**src/rtl/switch_box_config_loader_pkg.sv**
```systemverilog
// Shared definitions for the switch box configuration loader.
//   SBE_CFG_W  : width of one switch_box_element control bus (c)
//   state_t    : loader FSM states
//   num_words  : data words needed to carry one full configuration image
package sb_cfg_pkg;

  localparam int unsigned SBE_CFG_W = 12;

  typedef enum logic [2:0] {
    ST_IDLE,
    ST_LOAD,
    ST_CHECK,
    ST_DONE,
    ST_ERROR
  } state_t;

  function automatic int unsigned num_words(input int unsigned num_elems,
                                            input int unsigned word_w);
    return (num_elems * SBE_CFG_W + word_w - 1) / word_w;
  endfunction

endpackage

```
**src/rtl/switch_box_config_loader_if.sv**
```systemverilog
// Word-serial configuration bitstream channel.
//   cfg_start : one-cycle pulse, begins or restarts an image load
//   cfg_valid : cfg_data holds a word this cycle
//   cfg_data  : bitstream word
//   cfg_ready : loader accepts a word this cycle
// master = bitstream source, slave = loader.
interface switch_box_config_loader_if #(
  parameter int unsigned WORD_W = 8
);
  logic              cfg_start;
  logic              cfg_valid;
  logic [WORD_W-1:0] cfg_data;
  logic              cfg_ready;

  modport master (output cfg_start, output cfg_valid, output cfg_data, input cfg_ready);
  modport slave  (input cfg_start, input cfg_valid, input cfg_data, output cfg_ready);
endinterface

```
**src/rtl/switch_box_config_loader_shadow.sv**
```systemverilog
// Shadow register that assembles an image word by word before commit.
//   clk, rst : clock, asynchronous active-high reset
//   clr      : clear the whole shadow image
//   we       : write wdata into word slot idx
//   idx      : word index, word k lands at bits [k*WORD_W +: WORD_W]
//   wdata    : bitstream word; bits beyond TOTAL_BITS are dropped
//   shadow   : assembled image
module sb_cfg_shadow #(
  parameter int unsigned TOTAL_BITS = 48,
  parameter int unsigned WORD_W     = 8,
  parameter int unsigned CNT_W      = 3
) (
  input  logic                  clk,
  input  logic                  rst,
  input  logic                  clr,
  input  logic                  we,
  input  logic [CNT_W-1:0]      idx,
  input  logic [WORD_W-1:0]     wdata,
  output logic [TOTAL_BITS-1:0] shadow
);

  localparam int unsigned IW = (WORD_W > 1) ? $clog2(WORD_W) : 1;

  // Per-bit write select: bit i belongs to word i/WORD_W. Iterating over
  // TOTAL_BITS only means padding bits of the last word never get a home.
  always_ff @(posedge clk or posedge rst) begin
    if (rst) begin
      shadow <= '0;
    end else if (clr) begin
      shadow <= '0;
    end else if (we) begin
      for (int unsigned i = 0; i < TOTAL_BITS; i++) begin
        if (idx == CNT_W'(i / WORD_W)) shadow[i] <= wdata[IW'(i % WORD_W)];
      end
    end
  end

endmodule

```
**src/rtl/switch_box_config_loader.sv**
```systemverilog
// Configuration writer for a column of switch_box_element instances.
// Collects NUM_WORDS bitstream words into a shadow image, then compares the
// next word with the XOR of all data words; only on a match is the image
// committed to cfg_out, so elements never see a partial configuration.
//   clk, rst  : clock, asynchronous active-high reset
//   cfg       : bitstream channel (slave side)
//   cfg_out   : committed control, element e uses cfg_out[12*e+11:12*e]
//   cfg_busy  : load or checksum check in progress
//   cfg_done  : committed image valid since last successful load
//   cfg_err   : last load failed its checksum
module switch_box_config_loader
  import sb_cfg_pkg::*;
#(
  parameter int unsigned NUM_ELEMS = 4,
  parameter int unsigned WORD_W    = 8
) (
  input  logic                             clk,
  input  logic                             rst,
  switch_box_config_loader_if.slave        cfg,
  output logic [NUM_ELEMS*SBE_CFG_W-1:0]   cfg_out,
  output logic                             cfg_busy,
  output logic                             cfg_done,
  output logic                             cfg_err
);

  localparam int unsigned TOTAL_BITS = NUM_ELEMS * SBE_CFG_W;
  localparam int unsigned NUM_WORDS  = num_words(NUM_ELEMS, WORD_W);
  localparam int unsigned CNT_W      = $clog2(NUM_WORDS + 1);

  state_t                  state, state_n;
  logic [CNT_W-1:0]        cnt;
  logic [WORD_W-1:0]       csum;
  logic [TOTAL_BITS-1:0]   shadow;
  logic                    accept;
  logic                    clr;
  logic                    we;
  logic                    commit;

  // Ready depends on state only, never on cfg_valid.
  assign cfg.cfg_ready = (state == ST_LOAD) || (state == ST_CHECK);
  assign accept        = cfg.cfg_valid && cfg.cfg_ready;

  assign cfg_busy = (state == ST_LOAD) || (state == ST_CHECK);
  assign cfg_done = (state == ST_DONE);
  assign cfg_err  = (state == ST_ERROR);

  always_ff @(posedge clk or posedge rst) begin
    if (rst) state <= ST_IDLE;
    else     state <= state_n;
  end

  // cfg_start outranks any handshake in the same cycle; that word is dropped.
  always_comb begin
    state_n = state;
    clr     = 1'b0;
    we      = 1'b0;
    commit  = 1'b0;
    if (cfg.cfg_start) begin
      state_n = ST_LOAD;
      clr     = 1'b1;
    end else begin
      case (state)
        ST_LOAD: begin
          if (accept) begin
            we = 1'b1;
            if (cnt == CNT_W'(NUM_WORDS - 1)) state_n = ST_CHECK;
          end
        end
        ST_CHECK: begin
          if (accept) begin
            if (cfg.cfg_data == csum) begin
              state_n = ST_DONE;
              commit  = 1'b1;
            end else begin
              state_n = ST_ERROR;
            end
          end
        end
        default: ;
      endcase
    end
  end

  // Checksum covers the full word, padding bits included.
  always_ff @(posedge clk or posedge rst) begin
    if (rst) begin
      cnt  <= '0;
      csum <= '0;
    end else if (clr) begin
      cnt  <= '0;
      csum <= '0;
    end else if (we) begin
      cnt  <= cnt + 1'b1;
      csum <= csum ^ cfg.cfg_data;
    end
  end

  always_ff @(posedge clk or posedge rst) begin
    if (rst)         cfg_out <= '0;
    else if (commit) cfg_out <= shadow;
  end

  sb_cfg_shadow #(
    .TOTAL_BITS (TOTAL_BITS),
    .WORD_W     (WORD_W),
    .CNT_W      (CNT_W)
  ) u_shadow (
    .clk    (clk),
    .rst    (rst),
    .clr    (clr),
    .we     (we),
    .idx    (cnt),
    .wdata  (cfg.cfg_data),
    .shadow (shadow)
  );

endmodule

```
**src/flat_wrapper.sv**
```systemverilog
// flat-port wrapper written by rule: the top's interface ports become plain ports
module switch_box_config_loader_flat import sb_cfg_pkg::*;
#(
  parameter int unsigned NUM_ELEMS = 4,
  parameter int unsigned WORD_W    = 8
)
  (clk, rst, cfg_out, cfg_busy, cfg_done, cfg_err, cfg_cfg_start, cfg_cfg_valid, cfg_cfg_data, cfg_cfg_ready);
  switch_box_config_loader_if #(.WORD_W(WORD_W)) cfg_i ();
  input  logic clk;
  input  logic rst;
  output logic [NUM_ELEMS*SBE_CFG_W-1:0] cfg_out;
  output logic cfg_busy;
  output logic cfg_done;
  output logic cfg_err;
  input wire logic [$bits(cfg_i.cfg_start)-1:0] cfg_cfg_start;
  input wire logic [$bits(cfg_i.cfg_valid)-1:0] cfg_cfg_valid;
  input wire logic [$bits(cfg_i.cfg_data)-1:0] cfg_cfg_data;
  output wire logic [$bits(cfg_i.cfg_ready)-1:0] cfg_cfg_ready;
  assign cfg_i.cfg_start = cfg_cfg_start;
  assign cfg_i.cfg_valid = cfg_cfg_valid;
  assign cfg_i.cfg_data = cfg_cfg_data;
  assign cfg_cfg_ready = cfg_i.cfg_ready;
  switch_box_config_loader #(.NUM_ELEMS(NUM_ELEMS), .WORD_W(WORD_W)) u_core (.clk(clk), .rst(rst), .cfg(cfg_i), .cfg_out(cfg_out), .cfg_busy(cfg_busy), .cfg_done(cfg_done), .cfg_err(cfg_err));
endmodule
```
**config.mk**
```make
export PLATFORM = sky130hd
export DESIGN_NAME = switch_box_config_loader_flat
export DESIGN_NICKNAME = d
export VERILOG_FILES = /design/src/rtl/switch_box_config_loader_pkg.sv /design/src/rtl/switch_box_config_loader_if.sv /design/src/rtl/switch_box_config_loader_shadow.sv /design/src/rtl/switch_box_config_loader.sv /design/src/flat_wrapper.sv
export SDC_FILE = /design/constraint.sdc
export NUM_CORES = 1
export LEC_CHECK = 0
export ABC_AREA = 0
export BUFFER_PORTS_ARGS = -buffer_cell sky130_fd_sc_hd__buf_2
export CORE_UTILIZATION = 51
export CTS_CLUSTER_DIAMETER = 200
export CTS_CLUSTER_SIZE = 10
export DETAILED_ROUTE_END_ITERATION = 8
export HOLD_SLACK_MARGIN = 0.12
export PLACE_DENSITY = 0.84
export REMOVE_ABC_BUFFERS = 1
export SLEW_MARGIN = 25
export SYNTH_ARGS = -nofsm -noshare
export SYNTH_HDL_FRONTEND = slang
export SYNTH_SLANG_ARGS = --single-unit
```
**constraint.sdc**
```tcl
create_clock -name clk -period 3.7 [get_ports clk]
set_clock_uncertainty 0.1 [all_clocks]
set_input_delay 0.555 -clock clk [delete_from_list [all_inputs] [get_ports clk]]
set_output_delay 0.555 -clock clk [all_outputs]
set_load 0.05 [all_outputs]
```
* Yosys cells after proc, flatten, opt, wreduce, memory -nomap -nowiden
Index checks and enable logic that the tools add are counted.
W data, S select, Z words.
** Word-level totals
- Register bits after elaboration :: 110
- Input port bits :: 12
- Output and inout bits :: 52
- Word-level logic and storage cells :: 111
** Cells by class
- Add/sub/neg operators :: 1
- Equal/unequal tests :: 13
- Muxes and demuxes :: 68
- Bitwise operators :: 1
- Reductions and logical operators :: 18
** Operators with widths (count)
- $mux W48 :: 2
- $mux W1 :: 56
- $mux W3 :: 7
- $mux W8 :: 2
- $reduce_bool A2 Y1 :: 7
- $eq A3 B2 Y1 const B :: 4
- $reduce_and A2 Y1 :: 6
- $eq A3 B3 Y1 const B :: 3
- $eq A8 B8 Y1 :: 1
- $xor A8 B8 Y8 :: 1
- $eq A3 B1 Y1 const B :: 2
- $ne A3 B2 Y1 const B :: 2
- $pmux W3 S2 :: 1
- $reduce_and A4 Y1 :: 1
- $add A3 B1 Y3 const B :: 1
- $logic_not A3 Y1 :: 1
- $ne A3 B3 Y1 const B :: 1
- $reduce_bool A3 Y1 :: 1
- $logic_and A1 B1 Y1 :: 1
- $logic_or A1 B1 Y1 :: 1

* Longest topological paths before layout
- Depth in word-level cells :: 8
- Mapped depth :: 7
- Depth with buffers taken out :: 6

* By module
A second synthesis with hierarchy kept.
** Unflattened totals
- Cell total of the unflattened synthesis :: 357
- Area total of the unflattened synthesis :: 4824.6 µm²
** Modules (own cells, without submodules)
- switch_box_config_loader :: times used 1, cells each 184, area an instance 2651.3 µm², seq. area each 1551.5 µm²
- sb_cfg_shadow :: times used 1, cells each 173, area an instance 2173.3 µm², seq. area each 1201.2 µm²

* Least setup slack after synthesis
No wires, ideal clock.
- Kind :: flip-flop to output port
- From :: reg u_core.state[1]
- To :: out cfg_cfg_ready
- Data arrival time :: 1.747 ns
- Required time :: 3.045 ns
- Slack :: 1.298 ns
- Stages on the path, launching flop included :: 4
- Path buffers :: 1
- Cells stage by stage :: dfrtp_1 -> nand2b_1 -> a21oi_1 -> buf_4
** On the way
- Cells in the longest elaborated chain, start to end :: 2
- Elaborated cells between the ends (all ways) :: 3
- Those cells by class :: eq/ne: 2; reduce/logical: 1
** RTL lines
- from (decl) :: line switch_box_config_loader.sv:30 : state_t state, state_n;
- from (signal assigned) :: line switch_box_config_loader.sv:49 : else state <= state_n;
- $eq A3 B1 Y1 / $eq A3 B2 Y1 (equally long branches)
- $logic_or A1 B1 Y1 (*)
- to (decl) :: line flat_wrapper.sv:18 : output wire logic [$bits(cfg_i.cfg_ready)-1:0] cfg_cfg_ready;
Every way passes the cells marked *; elsewhere a longest branch is shown, timed or not.

* Worst setup path after layout
- From :: reg u_core.state[1]
- To :: reg u_core.u_shadow.shadow[36]
** On the way
- Cells in the longest elaborated chain, start to end :: 8
- Elaborated cells between the ends (all ways) :: 9
- Those cells by class :: eq/ne: 2; mux: 3; reduce/logical: 4
** RTL lines
- $eq A3 B1 Y1 / $eq A3 B2 Y1 (equally long branches) :: line switch_box_config_loader.sv:40, switch_box_config_loader.sv:62
- $logic_or A1 B1 Y1 :: line switch_box_config_loader.sv:40 : assign cfg.cfg_ready = (state == ST_LOAD) || (state == ST_CHECK);
- $logic_and A1 B1 Y1 :: line switch_box_config_loader.sv:41 : assign accept = cfg.cfg_valid && cfg.cfg_ready;
- $mux W1 :: line switch_box_config_loader.sv:64 : if (accept) begin
- $mux W1 (*) :: line switch_box_config_loader.sv:62 : case (state)
- $mux W1 (*) :: line switch_box_config_loader.sv:58 : if (cfg.cfg_start) begin
- $reduce_bool A2 Y1 (no source line) (*)
- $reduce_and A2 Y1 (no source line) (*)
- to (signal, indexed assignment) :: line switch_box_config_loader_shadow.sv:33 : if (idx == CNT_W'(i / WORD_W)) shadow[i] <= wdata[IW'(i % WORD_W)];
- to (decl) :: line switch_box_config_loader_shadow.sv:19 : output logic [TOTAL_BITS-1:0] shadow
Marks and branches as above.
A chain may end at the register's enable or synchronous reset.

==> impl_metrics.py <==
metrics = {
    "sta": {
        "layout_min_cycle_time_ps": 2370,
        "setup_viol": 0,
        "rsz0062_at_grt": "no",
        "min_period_over_period_pct": 64.0,
        "hold_slack_ps": 212,
        "tightest_slew_ps": 762,
        "fmax_mhz": 422,
        "slew_headroom_pct": 48.8,
        "slew_viol_final": 0,
        "finalHoldViolCount": 0,
    },
    "critical_path": {
        "critPathTopFamily": "simple AND/OR/NAND/NOR gates",
        "worstPathRequired_ps": 3820,
        "cp_slowest_cell": "nor4bb_4",
        "path_buf_inv": 1,
        "rr_startpoint": "u_core.state[1]$_DFFE_PP0P_",
        "worst-path-max-fanout": 14,
        "critPathLaunch": "u_core.state[1]$_DFFE_PP0P_",
        "cp.arrival_ps": 2490,
        "worstPathCellList": "nor4bb_4 -> buf_4 -> and3_1 -> mux2i_1 -> nor2_1",
        "start_kind": "flip-flop",
        "end_kind": "flip-flop",
        "crit_path_max_incr_delay_ps": 530,
        "critPathKind": "reg -> reg",
        "r2r_slack_ps": 1330,
    },
    "final_layout": {
        "area_growth_pct": 12.3,
        "most-common-layout-cells": "dfrtp_1 (110), buf_2 (63), nor2_1 (47)",
        "drive_above_1_share_pct": 31.7,
        "final_common_cell": "dfrtp_1",
        "num-fill-cells": 713,
        "layout.nets": 444,
        "num_antenna_cells": 0,
    },
    "die": {
        "ios": 64,
        "coreArea_um2": 8760,
        "die_x_um": 97.5,
        "start_util_pct": 53.1,
        "row_count": 34,
        "die-area_um2": 9500,
        "die_y_um": 97.5,
    },
    "logic_synthesis": {
        "synth_top_area_share_pct": 59.2,
        "synth_top_family_by_area": "multiplexers",
        "yosys_warnings": 0,
        "synth_seq_area_share_pct": 59.2,
        "synth_adder_area_share_pct": 1.35,
        "synth_area_um2": 4650,
        "synthArstFlopShare_pct": 100,
        "synth-simple-area-share_pct": 9.74,
        "synth_xor_area_share_pct": 3.20,
        "synth.avg_cell_area_um2": 12.5,
        "synth_area_leader_cell": "dfrtp_1",
        "muxShareOfSynthArea_pct": 20.1,
        "synth.ff_latch_count": 110,
        "synthTopCellsByArea": "dfrtp_1 (59%), mux2i_1 (6.9%), mux2_2 (6.8%)",
        "synth_edf_count": 0,
        "synth_compound_area_share_pct": 3.23,
        "synthCells": 373,
        "yosysUniqueCellTypes": 29,
        "synth_flop_cell": "dfrtp_1",
    },
    "grt": {
        "grt_pass1_wl_um": 14600,
        "grtUsageMet3_pct": 3.53,
        "grt_remaining_overflow": 0,
        "grt_pass1_vias": 2940,
        "grt_max_degree": 90,
        "grt_use_met1_pct": 26.7,
        "antenna_found_initial": 0,
        "gr-usage-met2_pct": 31.6,
        "grt-busiest-layer": "met2",
        "track_usage_pct": 19.4,
    },
    "drt": {
        "wl_per_cell_um": 15.9,
        "dr.pass1.iters": 4,
        "wl_um": 8590,
        "ant_nets": 0,
        "drt_iter0_markers": 208,
        "vias": 2840,
        "remaining_drc_errors": 0,
        "via_per_inst": 5.26,
    },
    "clock_tree": {
        "clk_latency_ps": 370,
        "clkTransAtPathRegs_ps": 100,
        "cts.sinks": 110,
        "cts_buffers": 9,
        "h-tree-depth": 3,
        "cts_max_path_buffers": 2,
        "cts_root_buf": "clkbuf_8",
        "post_cts_resized": 0,
        "cts_setup_buffers": 0,
        "tritoncts": "yes",
        "cts_hold_buf": 0,
    },
    "flow_run": {
        "max_cap_viol_count": 0,
    },
    "pwr": {
        "peakVddDrop_mv": 0.301,
        "p_per_area_nw_per_um2": 403,
        "total_power_mw": 2.11,
        "leakage_nw": 2.87,
    },
    "placement": {
        "port_buffers": 63,
        "dp_hpwl_um": 5720,
        "gp_congestion": 0.772,
    },
    "hold_path": {
        "hp-class": "in -> async",
    },
    "status": {
        "status": "complete, no violations",
    },
}
-- final cells by class --
class | count | area, µm² | share of cell area [%]
clock buffer | 11 | 141 | 2.71
clock inverter | 5 | 42.5 | 0.815
inverter | 5 | 23.8 | 0.455
multi-input combinational | 232 | 1770 | 33.8
sequential | 110 | 2750 | 52.7
tap | 108 | 135 | 2.59
timing repair buffer | 69 | 360 | 6.90
-- state kept, by name, indices dropped and copies added, names as in the netlist --
| name | cells |
|---|---|
| u_core.cfg_out | 48 |
| u_core.u_shadow.shadow | 48 |
| u_core.csum | 8 |
| u_core.cnt | 3 |
| u_core.state | 3 |
-- metrics by stage --
stage	utilization [%]	area [µm²]	setup WS, ps	cells	setup TNS, ps
CTS	59.6	5220	1320	540	0
finish	59.6	5220	1330	540	0
global placement	57.5	5030	1250	524	0
detailed placement	57.5	5030	1160	524	0
global route	59.6	5220	1180	540	0
floorplan	-	4520	-224	347	-15020
-- worst paths after layout --
path	end	cells past startpoint
setup / recovery	u_core.u_shadow.shadow[36]$_DFFE_PP0P_	5
hold / removal	u_core.u_shadow.shadow[2]$_DFFE_PP0P_	2
setup reg to reg	u_core.u_shadow.shadow[36]$_DFFE_PP0P_	5
hold reg to reg	u_core.cfg_out[19]$_DFFE_PP0P_	1
max in group asynchronous	u_core.csum[7]$_DFFE_PP0P_	3
min in group clk	u_core.u_shadow.shadow[46]$_DFFE_PP0P_	3
-- Yosys cell counts (2+ instances only) --
cell type	n
mux2_2	28
nor4_2	2
dfrtp_1	110
nor2_1	47
buf_6	2
nand2b_1	3
buf_4	2
inv_1	5
buf_2	6
ha_1	5
a211oi_1	3
clkbuf_1	15
mux2_4	20
a21oi_1	18
nand2_1	36
nand3_1	12
xor2_1	16
mux2i_1	32
-- report_power, final --
part / switching [mW] / leakage (nW) / internal (mW)
clock: 0.407 / 0.0901 / 0.270
combinational: 0.115 / 1.26 / 0.0602
sequential: 0.0225 / 1.52 / 1.23
-- worst reg2reg max path: stages, from the launching register on --
cell      delay [ps]
dfrtp_1          480
nor4bb_4         530
buf_4            270
and3_1           490
mux2i_1          270
nor2_1            70
-- per-layer routing --
layer  vias up  wire length, µm
li1       1357                -
met1      1415             3910
met2        57             4210
met3        11              355
met4         0              109
met5         -                0
-- cells by family after synthesis --
kind of cell	Yosys count
AOI/OAI and AO/OA	25
xor gates and xnor gates	17
adders and majority gates	5
buffers and inverters	31
DFF	110
muxes	80
and+or+nand+nor	105
No activity file was read; power rests on OpenSTA's default activity.
